<file path="src/rtl/pipe_pkg.sv">
// Shared types and constants for the fetch/decode pipeline control slice.
package pipe_pkg;

  localparam int          CNT_W     = 16;
  localparam logic [31:0] NOP_INSTR = 32'h0000_0013;

  typedef enum logic {
    RUN    = 1'b0,
    SQUASH = 1'b1
  } state_e;

endpackage

</file>
<file path="src/rtl/sat_counter.sv">
// Saturating up-counter with synchronous clear; sticks at all-ones instead of wrapping.
module sat_counter
  import pipe_pkg::*;
#(
  parameter int W = CNT_W
) (
  input  logic         clk,
  input  logic         rst,
  input  logic         inc_i,
  input  logic         clr_i,
  output logic [W-1:0] count_o
);

  logic [W-1:0] count_q;
  logic [W-1:0] count_d;

  always_comb begin
    count_d = count_q;
    if (clr_i) begin
      count_d = '0;
    end else if (inc_i && (count_q != {W{1'b1}})) begin
      count_d = count_q + W'(1);
    end
  end

  always_ff @(posedge clk or posedge rst) begin
    if (rst) begin
      count_q <= '0;
    end else begin
      count_q <= count_d;
    end
  end

  assign count_o = count_q;

endmodule

</file>
<file path="src/rtl/fetch_decode_pipe_ctrl.sv">
// Fetch PC and IF/ID register control: holds on StallD, squashes wrong-path
// fetches after an EX redirect, and tracks stall/flush statistics.
module fetch_decode_pipe_ctrl
  import pipe_pkg::*;
#(
  parameter int              XLEN         = 32,
  parameter logic [XLEN-1:0] RESET_PC     = '0,
  parameter logic [31:0]     NOP_INSTR    = pipe_pkg::NOP_INSTR,
  parameter int              FLUSH_CYCLES = 1,
  parameter int              MAX_STALL    = 8
) (
  input  logic            clk,
  input  logic            rst,
  input  logic            StallD,
  input  logic            FlushE,
  input  logic [XLEN-1:0] BranchTargetE,
  input  logic [31:0]     InstrF,
  output logic [XLEN-1:0] PCF,
  output logic [XLEN-1:0] PCD,
  output logic [XLEN-1:0] PCPlus4D,
  output logic [31:0]     InstrD,
  output logic            ValidD,
  output logic            BubbleE,
  output logic [15:0]     StallCount,
  output logic [15:0]     FlushCount,
  output logic            StallTimeout
);

  localparam int SQ_W  = 2;
  localparam int RUN_W = $clog2(MAX_STALL + 2);
  localparam logic [SQ_W-1:0]  SQ_RELOAD = SQ_W'(FLUSH_CYCLES - 1);
  localparam logic [RUN_W-1:0] RUN_SAT   = RUN_W'(MAX_STALL + 1);

  state_e            state_q;
  logic [SQ_W-1:0]   squash_q;
  logic [XLEN-1:0]   pcf_q;
  logic [XLEN-1:0]   pcd_q;
  logic [XLEN-1:0]   pcplus4d_q;
  logic [31:0]       instrd_q;
  logic              validd_q;
  logic [RUN_W-1:0]  stall_run_q;
  logic [RUN_W-1:0]  stall_run_d;
  logic              timeout_q;
  logic              timeout_d;
  logic [XLEN-1:0]   pcf_plus4;
  logic              stall_eff;
  logic              unused_tgt_lsb;

  assign pcf_plus4      = pcf_q + XLEN'(4);
  assign stall_eff      = StallD & ~FlushE;
  assign unused_tgt_lsb = ^BranchTargetE[1:0];

  // Priority: redirect, then stall (hold everything), then fetch/squash.
  always_ff @(posedge clk or posedge rst) begin
    if (rst) begin
      state_q    <= RUN;
      squash_q   <= '0;
      pcf_q      <= RESET_PC;
      pcd_q      <= '0;
      pcplus4d_q <= '0;
      instrd_q   <= NOP_INSTR;
      validd_q   <= 1'b0;
    end else if (FlushE) begin
      pcf_q      <= {BranchTargetE[XLEN-1:2], 2'b00};
      pcd_q      <= '0;
      pcplus4d_q <= '0;
      instrd_q   <= NOP_INSTR;
      validd_q   <= 1'b0;
      squash_q   <= SQ_RELOAD;
      state_q    <= (SQ_RELOAD != '0) ? SQUASH : RUN;
    end else if (!StallD) begin
      pcf_q <= pcf_plus4;
      if (state_q == RUN) begin
        pcd_q      <= pcf_q;
        pcplus4d_q <= pcf_plus4;
        instrd_q   <= InstrF;
        validd_q   <= 1'b1;
      end else begin
        pcd_q      <= '0;
        pcplus4d_q <= '0;
        instrd_q   <= NOP_INSTR;
        validd_q   <= 1'b0;
        squash_q   <= squash_q - SQ_W'(1);
        state_q    <= (squash_q > SQ_W'(1)) ? SQUASH : RUN;
      end
    end
  end

  // Consecutive-stall tracker; a flush breaks the run just like StallD=0.
  always_comb begin
    stall_run_d = '0;
    if (stall_eff) begin
      stall_run_d = (stall_run_q == RUN_SAT) ? RUN_SAT : stall_run_q + RUN_W'(1);
    end
    timeout_d = timeout_q | (stall_run_d > RUN_W'(MAX_STALL));
  end

  always_ff @(posedge clk or posedge rst) begin
    if (rst) begin
      stall_run_q <= '0;
      timeout_q   <= 1'b0;
    end else begin
      stall_run_q <= stall_run_d;
      timeout_q   <= timeout_d;
    end
  end

  sat_counter #(.W(CNT_W)) u_stall_cnt (
    .clk     (clk),
    .rst     (rst),
    .inc_i   (stall_eff),
    .clr_i   (1'b0),
    .count_o (StallCount)
  );

  sat_counter #(.W(CNT_W)) u_flush_cnt (
    .clk     (clk),
    .rst     (rst),
    .inc_i   (FlushE),
    .clr_i   (1'b0),
    .count_o (FlushCount)
  );

  assign PCF          = pcf_q;
  assign PCD          = pcd_q;
  assign PCPlus4D     = pcplus4d_q;
  assign InstrD       = instrd_q;
  assign ValidD       = validd_q;
  assign BubbleE      = stall_eff;
  assign StallTimeout = timeout_q;

endmodule

</file>
<file path="config.mk">
export PLATFORM = sky130hd
export DESIGN_NAME = fetch_decode_pipe_ctrl
export DESIGN_NICKNAME = d
export VERILOG_FILES = /design/src/rtl/pipe_pkg.sv /design/src/rtl/sat_counter.sv /design/src/rtl/fetch_decode_pipe_ctrl.sv
export SDC_FILE = /design/constraint.sdc
export NUM_CORES = 1
export LEC_CHECK = 0
export ABC_AREA = 1
export CAP_MARGIN = 20
export CORE_MARGIN = 1.5
export CORE_UTILIZATION = 35
export CTS_BUF_LIST = sky130_fd_sc_hd__clkbuf_16
export CTS_CLUSTER_DIAMETER = 150
export DETAILED_ROUTE_END_ITERATION = 10
export REMOVE_ABC_BUFFERS = 1
export SLEW_MARGIN = 40
export SYNTH_ARGS = -nofsm -noshare
export SYNTH_HDL_FRONTEND = slang
export SYNTH_HIERARCHICAL = 1
export SYNTH_SLANG_ARGS = --single-unit
</file>
<file path="constraint.sdc">
create_clock -name clk -period 4.5 [get_ports clk]
set_clock_uncertainty 0.2 [all_clocks]
set_input_delay 0.9 -clock clk [delete_from_list [all_inputs] [get_ports clk]]
set_output_delay 0.9 -clock clk [all_outputs]
set_load 0.005 [all_outputs]
</file>
==> metrics <==
First DRT Iteration DRCs 380; leakage 5.45 nW; Starting Density 35.8%; Filler cells 2,289; die width 158 µm; xor and xnor area share after synthesis 2.35%; DP Area 10,900 µm²; hpwl dp 17,400 µm; pwr/cell area 316 nW/µm²; post-synthesis mux area share 0%; Die Ht 158 µm; pin count of the biggest net entering global routing 102; worst setup slack after placement 0.826 ns; DRC errors left 0; Syn Std Cell Area 8400 µm²; post-CTS setup buffer count 0; Worst Path Required 3.40 ns; via count 7,453; critical path's slowest cell clkdlybuf4s50_1; fin crit share 77.4%; max incr delay on CP 0.51 ns; Routed Antenna Nets 0; gpl congestion 0.877; final worst slack 1.02 ns; crit-path cells clkdlybuf4s50_1 > inv_2 > nand2_4 > clkinv_2 > clkdlybuf4s50_1; ratio of cells with drive above 1 in the final layout 8.45%; Synth top area share 48.0%; Synth cell types 39; # hold bufs at CTS 0; post-synth top area cell dfrtp_1; final hold violations 0; Final Critical Period 3.48 ns; Num CTS Buffers 17; Avg Cell Area, Syn 8.14 µm²; Synth Area in Adders 0.894%; first-pass GRT wire length 39,400 µm; crit path kind in2out; maximum VDD drop 0.205 mV; I/O Buffers 226; area delta synth->final 37.0%; H-tree lvl count 4; initial antenna violation count 0; final hold slack 0.269 ns; largest family of logic cells by synthesized area simple AND/OR/NAND/NOR gates; clk buf depth 2; Core ar. 23,500 µm²; Synth Area in Compound Gates 9.27%; number of gates resized after CTS 0; simple-gate share of the synthesized area 30.8%; CTS tree yes; Worst Tran Pin Value 0.749 ns; router iterations before antenna repair 7; final wirelength 24,800 µm; crit path capture type primary output; final setup violating endpoints 0; io pins 231; Worst EP arrival 2.38 ns; crit path max fanout 16; root buffer cell clkbuf_16; full die area 24,900 µm²; unrepaired setup endpoints after global routing false; register area share after synthesis 48.9%; warning count from the yosys run 6; vias in the first global route 7,221; Max Transition Viols Final 0; largest cells by area after synthesis dfrtp_1 (48%), nand2_1 (17%), inv_1 (4.1%); grt total ovfl 0; post-layout instance area 11,500 µm²; worst min path class reg2reg; register bit total from synthesis 164; CP most frequent cell clkdlybuf4s50_1; relative slew slack 50.0%; routed vias/inst 4.70; status finished, final reports clean; TNS Setup 0 ns; Nets 1,327; FP Rows 56; WL per Instance 15.6 µm; Gate Count Post-Synth 1,031; Clk Latency, worst-skew pair 0.43 ns; clk sinks 164; GRT Util Overall 20.6%; Final Util 49.0%; Fmax 287 MHz; Max Cap Viol 0; crit path launch type input pin; clk slew on worst S/H paths 0.07 ns
## flip-flops by register name, indices dropped and copies added (netlist names)
| name | flops |
|---|---|
| u_flush_cnt/count_o | 16 |
| StallTimeout | 1 |
| ValidD | 1 |
| PCPlus4D | 30 |
| u_stall_cnt/count_o | 16 |
| state_q | 1 |
| InstrD | 32 |
| PCF | 30 |
| squash_q | 2 |
| PCD | 31 |
| stall_run_q | 4 |
## power breakdown
part	switching (mW)	internal [mW]	leakage, nW
logic	0.280	0.286	3.01
registers	0.0928	1.56	2.16
clock network	0.675	0.734	0.279
total	1.05	2.58	5.45
## kinds of logic after synthesis
family,Yosys count
simple gates,573
flops,164
buf+inv,144
compound gates,123
xor+xnor,20
fa+ha+maj,6
other cells,1
## metal layers
metal / routed length (µm) / track usage [%] / vias to the layer above
li1: - / - / 3714
met2: 11600 / 33.9 / 206
met3: 1380 / 4.38 / 28
met1: 11300 / 27.0 / 3505
met4: 544 / 7.01 / 0
met5: 0 / 0 / -
## path summary, 6_finish.rpt
check / start / endpoint / slack (ns) / depth (start not counted)
min reg2reg: StallTimeout / StallTimeout / 0.27 / 2
min in group asynchronous: rst / stall_run_q[3] / 0.64 / 2
max: FlushE / BubbleE / 1.02 / 5
max reg2reg: u_flush_cnt/count_o[0] / u_flush_cnt/count_o[11] / 2.35 / 9
min: StallTimeout / StallTimeout / 0.27 / 2
max in group asynchronous: rst / InstrD[1] / 2.57 / 4
## cells in the final DEF (no fill, tap or decap), drive strengths merged, types with 2 or more instances in the layout
cell,instances
a21oi,6
a22o,33
and2,4
buf,9
clkbuf,17
clkdlybuf4s50,226
clkinv,6
conb,10
dfrtp,161
dfstp,3
ha,6
inv,111
nand2,388
nand3,54
nand3b,5
nand4,23
nor2,97
nor3,2
o211ai,3
o21ai,72
o22a,3
o22ai,2
xnor2,7
xor2,13
## area by class of cell
class | instances | area [µm²] | share of cell area [%]
flip-flops and latches | 164 | 4110 | 35.7
multi-input cells | 732 | 3680 | 32.0
repair buffers | 235 | 2360 | 20.5
clock buffers | 17 | 425 | 3.70
well taps | 319 | 399 | 3.47
inverters | 103 | 393 | 3.42
clock inverters | 15 | 135 | 1.17
diodes | 1 | 2.50 | 0.0218
## cell usage after synthesis (all sizes together)
cell type,number
a21oi,6
nor3,2
nor2,97
nand3,54
o31ai,1
o22a,3
clkbuf,4
o21bai,1
nand3b,5
nand2,388
conb,1
o221ai,1
xnor2,7
clkinv,2
inv,101
o22ai,2
xor2,13
nand4,23
buf,37
dfstp,3
a32o,1
o21ai,72
a22o,33
dfrtp,161
ha,6
o211ai,3
and2,4
## critical path: cells and delay by family
kind                   cells  cell delay, ns
AND/OR/NAND/NOR            1            0.07
buffers and inverters      4            1.41
## stage by stage
step / power [mW] / instances
floorplan: 1.89 / 999
global placement: 2.24 / 1552
detailed placement: 2.25 / 1552
CTS: 3.67 / 1584
global route: 3.81 / 1585
finish: 3.63 / 1586
(Power assumes the default switching activity.)
